===== src/rtl/seq_pkg.sv =====
// Shared definitions for the serial pattern transmitter/detector path:
// FSM state encoding and the frame pattern both ends agree on.
package seq_pkg;

    typedef enum logic [1:0] {
        S_IDLE  = 2'd0,
        S_SHIFT = 2'd1,
        S_GAP   = 2'd2,
        S_FIN   = 2'd3
    } tx_state_t;

    localparam logic [3:0] PAT_DEFAULT = 4'b1001;
    localparam logic [3:0] PAT_DETECT  = 4'b1001;

endpackage


===== src/rtl/seq_pattern_tx_if.sv =====
// Start/ready request bus and serial output group of the pattern transmitter.
interface seq_pattern_tx_if #(
    parameter int W     = 4,
    parameter int CNT_W = 4
);
    logic             start;
    logic [W-1:0]     pat_in;
    logic             use_def;
    logic [CNT_W-1:0] rep_in;
    logic             abort;
    logic             ready;
    logic             ser_out;
    logic             ser_en;
    logic             busy;
    logic             done;

    modport master (
        output start, pat_in, use_def, rep_in, abort,
        input  ready, ser_out, ser_en, busy, done
    );

    modport slave (
        input  start, pat_in, use_def, rep_in, abort,
        output ready, ser_out, ser_en, busy, done
    );
endinterface


===== src/rtl/seq_shift_reg.sv =====
// W-bit parallel-load shift register, shifting toward the MSB; msb_o is the next bit out.
module seq_shift_reg #(
    parameter int W = 4
) (
    input  logic         clk,
    input  logic         rst_n,
    input  logic         load_i,
    input  logic         shift_i,
    input  logic [W-1:0] din_i,
    output logic         msb_o
);
    logic [W-1:0] sr_q;

    always_ff @(posedge clk or negedge rst_n) begin
        if (!rst_n) begin
            sr_q <= '0;
        end else if (load_i) begin
            sr_q <= din_i;
        end else if (shift_i) begin
            sr_q <= {sr_q[W-2:0], 1'b0};
        end
    end

    assign msb_o = sr_q[W-1];
endmodule


===== src/rtl/seq_pattern_tx.sv =====
// Serial pattern transmitter: sends a captured W-bit pattern MSB-first, rep_in times,
// with GAP idle-zero cycles between repetitions.
module seq_pattern_tx
    import seq_pkg::*;
#(
    parameter int             W       = 4,
    parameter int             CNT_W   = 4,
    parameter int             GAP     = 1,
    parameter logic [W-1:0]   DEF_PAT = PAT_DEFAULT
) (
    input logic            clk,
    input logic            rst,
    seq_pattern_tx_if.slave bus
);
    localparam int BW = $clog2(W);
    localparam int GW = (GAP > 1) ? $clog2(GAP) : 1;

    tx_state_t        state_q, state_d;
    logic [W-1:0]     pat_q, pat_d;
    logic [CNT_W-1:0] rep_q, rep_d;
    logic [BW-1:0]    bit_cnt_q, bit_cnt_d;
    logic [GW-1:0]    gap_cnt_q, gap_cnt_d;
    logic             ready_q, ready_d;
    logic             busy_q;
    logic             ser_out_q, ser_out_d;
    logic             ser_en_q, ser_en_d;
    logic             done_q, done_d;

    logic             sr_load, sr_shift, sr_msb;
    logic [W-1:0]     sr_din;
    logic [W-1:0]     pat_sel;

    assign pat_sel = bus.use_def ? DEF_PAT : bus.pat_in;

    // The shift register holds only the bits still to come; the bit on the line lives in ser_out_q.
    seq_shift_reg #(.W(W)) u_sr (
        .clk     (clk),
        .rst_n   (rst),
        .load_i  (sr_load),
        .shift_i (sr_shift),
        .din_i   (sr_din),
        .msb_o   (sr_msb)
    );

    always_comb begin
        state_d   = state_q;
        pat_d     = pat_q;
        rep_d     = rep_q;
        bit_cnt_d = bit_cnt_q;
        gap_cnt_d = gap_cnt_q;
        ready_d   = ready_q;
        ser_out_d = 1'b0;
        ser_en_d  = 1'b0;
        done_d    = 1'b0;
        sr_load   = 1'b0;
        sr_shift  = 1'b0;
        sr_din    = {pat_q[W-2:0], 1'b0};

        unique case (state_q)
            S_IDLE: begin
                if (bus.start) begin
                    pat_d   = pat_sel;
                    rep_d   = bus.rep_in;
                    ready_d = 1'b0;
                    if (bus.rep_in != '0) begin
                        state_d   = S_SHIFT;
                        ser_out_d = pat_sel[W-1];
                        ser_en_d  = 1'b1;
                        sr_load   = 1'b1;
                        sr_din    = {pat_sel[W-2:0], 1'b0};
                        bit_cnt_d = '0;
                    end else begin
                        state_d = S_FIN;
                    end
                end
            end
            S_SHIFT: begin
                if (bus.abort) begin
                    state_d = S_IDLE;
                    ready_d = 1'b1;
                end else if (bit_cnt_q == BW'(W - 1)) begin
                    if (rep_q != CNT_W'(1)) begin
                        rep_d = rep_q - CNT_W'(1);
                        if (GAP == 0) begin
                            ser_out_d = pat_q[W-1];
                            ser_en_d  = 1'b1;
                            sr_load   = 1'b1;
                            bit_cnt_d = '0;
                        end else begin
                            state_d   = S_GAP;
                            gap_cnt_d = '0;
                        end
                    end else begin
                        rep_d   = '0;
                        state_d = S_IDLE;
                        ready_d = 1'b1;
                        done_d  = 1'b1;
                    end
                end else begin
                    ser_out_d = sr_msb;
                    ser_en_d  = 1'b1;
                    sr_shift  = 1'b1;
                    bit_cnt_d = bit_cnt_q + BW'(1);
                end
            end
            S_GAP: begin
                if (bus.abort) begin
                    state_d = S_IDLE;
                    ready_d = 1'b1;
                end else if (gap_cnt_q == GW'(GAP - 1)) begin
                    state_d   = S_SHIFT;
                    ser_out_d = pat_q[W-1];
                    ser_en_d  = 1'b1;
                    sr_load   = 1'b1;
                    bit_cnt_d = '0;
                end else begin
                    gap_cnt_d = gap_cnt_q + GW'(1);
                end
            end
            S_FIN: begin
                state_d = S_IDLE;
                ready_d = 1'b1;
                done_d  = !bus.abort;
            end
            default: begin
                state_d = S_IDLE;
                ready_d = 1'b1;
            end
        endcase
    end

    always_ff @(posedge clk or negedge rst) begin
        if (!rst) begin
            state_q   <= S_IDLE;
            pat_q     <= '0;
            rep_q     <= '0;
            bit_cnt_q <= '0;
            gap_cnt_q <= '0;
            ready_q   <= 1'b1;
            busy_q    <= 1'b0;
            ser_out_q <= 1'b0;
            ser_en_q  <= 1'b0;
            done_q    <= 1'b0;
        end else begin
            state_q   <= state_d;
            pat_q     <= pat_d;
            rep_q     <= rep_d;
            bit_cnt_q <= bit_cnt_d;
            gap_cnt_q <= gap_cnt_d;
            ready_q   <= ready_d;
            busy_q    <= ~ready_d;
            ser_out_q <= ser_out_d;
            ser_en_q  <= ser_en_d;
            done_q    <= done_d;
        end
    end

    assign bus.ready   = ready_q;
    assign bus.busy    = busy_q;
    assign bus.ser_out = ser_out_q;
    assign bus.ser_en  = ser_en_q;
    assign bus.done    = done_q;
endmodule


===== src/flat_wrapper.sv =====
// flat-port wrapper written by rule: the top's interface ports become plain ports
module seq_pattern_tx_flat import seq_pkg::*;
#(
    parameter int             W       = 4,
    parameter int             CNT_W   = 4,
    parameter int             GAP     = 1,
    parameter logic [W-1:0]   DEF_PAT = PAT_DEFAULT
)
  (clk, rst, bus_start, bus_pat_in, bus_use_def, bus_rep_in, bus_abort, bus_ready, bus_ser_out, bus_ser_en, bus_busy, bus_done);
  seq_pattern_tx_if #(.W(W), .CNT_W(CNT_W)) bus_i ();
  input logic clk;
  input logic rst;
  input wire logic [$bits(bus_i.start)-1:0] bus_start;
  input wire logic [$bits(bus_i.pat_in)-1:0] bus_pat_in;
  input wire logic [$bits(bus_i.use_def)-1:0] bus_use_def;
  input wire logic [$bits(bus_i.rep_in)-1:0] bus_rep_in;
  input wire logic [$bits(bus_i.abort)-1:0] bus_abort;
  output wire logic [$bits(bus_i.ready)-1:0] bus_ready;
  output wire logic [$bits(bus_i.ser_out)-1:0] bus_ser_out;
  output wire logic [$bits(bus_i.ser_en)-1:0] bus_ser_en;
  output wire logic [$bits(bus_i.busy)-1:0] bus_busy;
  output wire logic [$bits(bus_i.done)-1:0] bus_done;
  assign bus_i.start = bus_start;
  assign bus_i.pat_in = bus_pat_in;
  assign bus_i.use_def = bus_use_def;
  assign bus_i.rep_in = bus_rep_in;
  assign bus_i.abort = bus_abort;
  assign bus_ready = bus_i.ready;
  assign bus_ser_out = bus_i.ser_out;
  assign bus_ser_en = bus_i.ser_en;
  assign bus_busy = bus_i.busy;
  assign bus_done = bus_i.done;
  seq_pattern_tx #(.W(W), .CNT_W(CNT_W), .GAP(GAP), .DEF_PAT(DEF_PAT)) u_core (.clk(clk), .rst(rst), .bus(bus_i));
endmodule

===== config.mk =====
export PLATFORM = sky130hd
export DESIGN_NAME = seq_pattern_tx_flat
export DESIGN_NICKNAME = d
export VERILOG_FILES = /design/src/rtl/seq_pkg.sv /design/src/rtl/seq_pattern_tx_if.sv /design/src/rtl/seq_shift_reg.sv /design/src/rtl/seq_pattern_tx.sv /design/src/flat_wrapper.sv
export SDC_FILE = /design/constraint.sdc
export NUM_CORES = 1
export LEC_CHECK = 0
export CAP_MARGIN = 0
export CORE_MARGIN = 4
export CORE_UTILIZATION = 55
export CTS_CLUSTER_DIAMETER = 60
export CTS_CLUSTER_SIZE = 20
export DETAILED_ROUTE_END_ITERATION = 8
export DONT_BUFFER_PORTS = 1
export GPL_ROUTABILITY_DRIVEN = 0
export GPL_TIMING_DRIVEN = 0
export PLACE_DENSITY = 0.69
export RECOVER_POWER = 50
export SETUP_SLACK_MARGIN = 0.3
export SLEW_MARGIN = 20
export SYNTH_ARGS = -nofsm -noshare
export SYNTH_HDL_FRONTEND = slang
export SYNTH_SLANG_ARGS = --single-unit
export TNS_END_PERCENT = 50

===== constraint.sdc =====
create_clock -name clk -period 2.2 [get_ports clk]
set_input_delay 0.44 -clock clk [delete_from_list [all_inputs] [get_ports clk]]
set_output_delay 0.44 -clock clk [all_outputs]
set_load 0.005 [all_outputs]

; ---- After elaboration in Yosys (flattened, before gate mapping)
; Index checks and enable logic that the tools add are counted.
[classes]
add_sub_neg = 3
n_mul = 0
div_mod_pow = 0
order_cmp = 0
eq_ne = 15
n_shift = 0
n_mux = 58
n_bitwise = 1
reduce_logical = 12
[op_table]
columns = operator, count
row1 = two-way mux 4 bit, 10
row2 = two-way mux 1 bit, 26
row3 = two-way mux 2 bit, 13
row4 = != test 2 bit (second input constant), 5
row5 = case mux 2 bit (4 select lines), 1
row6 = case mux 4 bit (2 select lines), 1
row7 = AND reduction 7 bit, 1
row8 = equality test 2 bit (second input constant), 3
row9 = != test 2 x 1 -> 1 bit (second input constant), 3
row10 = case mux 1 bit (2 select lines), 3
row11 = case mux 1 bit (3 select lines), 2
row12 = case mux 2 bit (3 select lines), 1
row13 = nonzero test 2 bit, 3
row14 = AND reduction 5 bit, 1
row15 = != test 4 x 1 -> 1 bit (second input constant), 1
row16 = case mux 1 bit (4 select lines), 1
row17 = AND reduction 4 bit, 1
row18 = nonzero test 4 bit, 1
row19 = subtractor 4 x 1 -> 4 bit (second input constant), 1
row20 = != test 3 x 2 -> 1 bit (second input constant), 1
row21 = != test 3 bit (second input constant), 1
row22 = AND reduction 3 bit, 1
row23 = nonzero test 3 bit, 1
row24 = adder 2 x 1 -> 2 bit (second input constant), 1
row25 = 6 further kinds, 6
[totals]
register_bits = 22
latch_bits = 0
mem_bits_rw = 0
rom_bits = 0
out_inout_bits = 5
word_cells = 100
memories = 0

; ---- Longest topological paths before layout
[depth]
depth_word = 6
mapped_depth = 7

; ---- By module
; A second synthesis with hierarchy kept.
[hier_totals]
cells_unflattened = 122
area_unflattened_um2 = 1218.7
[by_module_without_submodules]
columns = mod, instances, cells_each, area_per_inst_um2, seq_area_each_um2
row1 = seq_pattern_tx, 1, 107, 1049.8, 426.7
row2 = seq_shift_reg, 1, 15, 168.9, 100.1

; ---- Worst setup path before layout
; Ideal clock, no wire load.
[synth_path]
path_type = reg-to-reg
startpoint = register u_core.state_q[0]
endpoint = register u_core.rep_q[0]
setup_time_ps = 125
arrival_ps = 1511
slack_ps = 564
path_stages_with_launch = 7
path_buffers = 1
path_cell_list = dfrtp_1 > inv_1 > ha_1 > buf_2 > nor2b_1 > a211oi_4 > mux2_4
[synth_via]
elab_chain_cells = 3
word_cells_on_any_way = 8
classes_between = 4 x eq/ne / 1 x mux / 3 x reduce/logical
[synth_rtl]
columns = item, line
row1 = from (decl), seq_pattern_tx.sv:18  ; tx_state_t state_q, state_d;
row2 = from (signal assigned), seq_pattern_tx.sv:145  ; state_q <= state_d;
row3 = equality test 2 x 1 -> 1 bit or zero test 2 bit (tied branches), seq_pattern_tx.sv:59  ; unique case (state_q)
row4 = "!= test 2 x 1 -> 1 bit (no line), or another cell as far along", n/a
row5 = AND reduction 4 bit (no line), n/a
row6 = to (signal assigned), seq_pattern_tx.sv:147  ; rep_q <= rep_d;
row7 = to (decl), seq_pattern_tx.sv:20  ; logic [CNT_W-1:0] rep_q, rep_d;
; Several ways; a longest one is shown, not always the timed one.
; A chain may end at the register's enable or synchronous reset.

; ---- Worst setup path in the final report
[layout_path]
startpoint = register u_core.state_q[0]
endpoint = register u_core.rep_q[3]
; Same word-level chain as after synthesis.

==> results.toml <==
[logic_synthesis]
synthAdderAreaFrac_pct = 7.54
synth_area_mm2 = 0.00116
synth_seq_area_share_pct = 43.2
netlist_instances = 119
syn_nets = 139
ys_ff_latch = 20
ys.flop_type = "dfrtp_1"
synth_top_family_by_area = "compound AO/OA/AOI/OAI gates"
synth_edf_count = 0
yosysWarnings = 0
synth_compound_area_share_pct = 21.2
synth_area_per_cell_um2 = 9.76
async_reset_ff_share_pct = 100
synth-xor-area-share_pct = 0
synth_mux_area_share_pct = 4.31
synth_cell_types = 37
synthSimpleGateAreaFrac_pct = 18.1

[setup_path]
r2r_start = "u_core.state_q[0]"
r2r_slack_ns = 0.37
cp.required_ns = 2.39
path_class = "flop to flop"
worstRegToRegCells = 7
cp.arrival_ns = 2.02
cp-end-kind = "flop"
cp_max_fo = 9
r2r_end = "u_core.rep_q[3]"
startpoint_type = "flop"

[timing]
setup_tns_ns = 0
period_share_pct = 83.4
setup_viol = 0
clock_skew_ns = 0.00619
min_period_ns = 1.83
report.final.hold_viol_count = 0
timing.fmax_ghz = 0.545
relSlewSlack_pct = 41.7
slew_viol_final = 0
rsz0062_at_grt = "true"
tightestPinTransition_ns = 0.872

[hold_path]
holdPathStages = 2
hold_end = "u_core.u_sr.sr_q[3]"
hold_class = "primary input to flop"
hp-start = "bus_pat_in[2]"

[clock_tree]
clk_latency_ns = 0.30
htreeDepth = 1
clkTransAtPathRegs_ns = 0.12
root_buffer = "clkbuf_4"
cts_inserted_buffers = 3
cts.path.max_buffers = 2
cts_tree = "done"
cts_sinks = 20

[floorplan]
die-area_mm2 = 0.00291
start_util_pct = 58.6
rows = 16
ioPinCount = 18
die-width_um = 53.9
core_mm2 = 0.00198
dieHeight_um = 53.9

[power_and_ir_drop]
peakVddDrop_v = 0.000790
leakage_nw = 0.554
p_per_area_mw_per_mm2 = 1410

[finish]
n_antenna_cell = 0
fin_cells = 151
drive_gt1_share_pct = 10.5
area_delta_synth_final_pct = 7.11
layout_common_cells = "dfrtp_1, inv_1, a21oi_1, nand2_1, nor2_1"
finish.net_count = 145
final_common_cell = "dfrtp_1"

[routing]
wire_per_inst_um = 15.1
drt-initial-drc-count = 21
highest_layer = "met4"
route.detailed.drc = 0
viasPerCell = 5.85
routed_wl_um = 2280
vias = 883
met3_length_um = 96
met1Wirelength_um = 1100
ant_nets = 0
firstDrtPassIters = 4
wl_met2_um = 1050

[status]
status = "completed"

[placed_design]
place_inst = 146
dp_hpwl_um = 1670
portBuffers = 0

[grt]
grt_overflow = 0
grt_max_degree = 21
grt_pass1_vias = 860
grt_pass1_wl_um = 3880
grt_use_total_pct = 18.9
antenna_found_initial = 0

[job]
maxCapViolCount = 0
## worst max-delay path, stage by stage (launching register included)
cell      delay, ns
dfrtp_1        0.42
inv_1          0.08
ha_1           0.19
buf_2          0.16
nor2b_1        0.18
a211oi_4       0.32
mux2i_1        0.26
nand3_1        0.10
## layer usage
metal | up-vias | GRT usage, %
li1 | 433 | -
met1 | 422 | 27.7
met2 | 24 | 27.4
met3 | 4 | 2.77
met4 | 0 | 8.09
met5 | - | 0
## cell type report
| cell class | instances | area, um2 |
|---|---|---|
| flip-flops and latches | 20 | 502 |
| inverters | 11 | 41.3 |
| repair buffers | 1 | 10.0 |
| well taps | 27 | 33.8 |
| fillers | 161 | 738 |
| multi-input cells | 84 | 597 |
| plain buffers | 4 | 23.8 |
| clock buffers | 4 | 36.3 |
## sequential cells by signal (all words and copies together), names as in the netlist, 2 cells and up
| register | cells |
|---|---|
| u_core.pat_q | 4 |
| u_core.rep_q | 4 |
| u_core.state_q | 2 |
| u_core.u_sr.sr_q | 3 |
| u_core.bit_cnt_q | 2 |
## kinds of logic after synthesis
group / count (synthesis)
fa+ha+maj: 7
simple gates: 37
mux: 4
compound gates: 36
flops: 20
buf+inv: 15
## power breakdown
part	total (W)	switching (W)	internal, W
clock	0.000216	0.000115	0.000101
combinational	0.000879	0.000487	0.000393
sequential	0.000661	0.000120	0.000541
## what timing repair did
item,4_1_cts,5_1_grt
endpoints found under the hold margin,20,0
hold buffers,1,0
buffers inserted,0,0
endpoints found under the setup margin,0,5
gates resized for setup,0,1
## synth_stat cells, types with 2 or more instances
cell type / number / area (um2)
dfrtp_1: 19 / 475
a21oi_1: 11 / 55.1
inv_1: 11 / 41.3
nand2_1: 11 / 41.3
nor2_1: 9 / 33.8
ha_1: 7 / 87.6
o21ai_0: 6 / 30.0
nand2b_1: 4 / 25.0
nand3_1: 4 / 20.0
a211oi_1: 2 / 15.0
a22oi_1: 2 / 15.0
buf_4: 2 / 15.0
mux2_4: 2 / 30.0
mux2i_1: 2 / 20.0
nand4bb_1: 2 / 22.5
nor2b_1: 2 / 12.5
o21ai_1: 2 / 10.0
o2bb2ai_1: 2 / 17.5
## per-stage QoR
stage	instance area (um2)	hold slack [ns]	power (W)	setup slack (ns)	util, %
final	1240	0.291	0.00176	0.365	62.8
after global placement	1190	0.145	0.00149	0.449	60.3
after global routing	1240	0.316	0.00191	0.227	62.8
after detailed placement	1190	0.145	0.00154	0.394	60.3
after CTS	1240	0.284	0.00176	0.358	62.6
after floorplan	1160	0.144	0.00136	0.564	-
## worst max path at each step
| stage | from | end | slack, ns | cells after the start |
|---|---|---|---|---|
| 2_1_floorplan | u_core.state_q[0] | u_core.rep_q[0] | 0.56 | 6 |
| 3_3_place_gp | u_core.state_q[0] | u_core.u_sr.sr_q[1] | 0.45 | 7 |
| 3_5_place_dp | u_core.state_q[0] | u_core.rep_q[3] | 0.39 | 7 |
| 4_1_cts | u_core.state_q[0] | u_core.rep_q[3] | 0.36 | 7 |
| 5_1_grt | u_core.state_q[0] | u_core.rep_q[3] | 0.23 | 7 |
| 6_report | u_core.state_q[0] | u_core.rep_q[3] | 0.37 | 7 |
(Power assumes the default switching activity.)
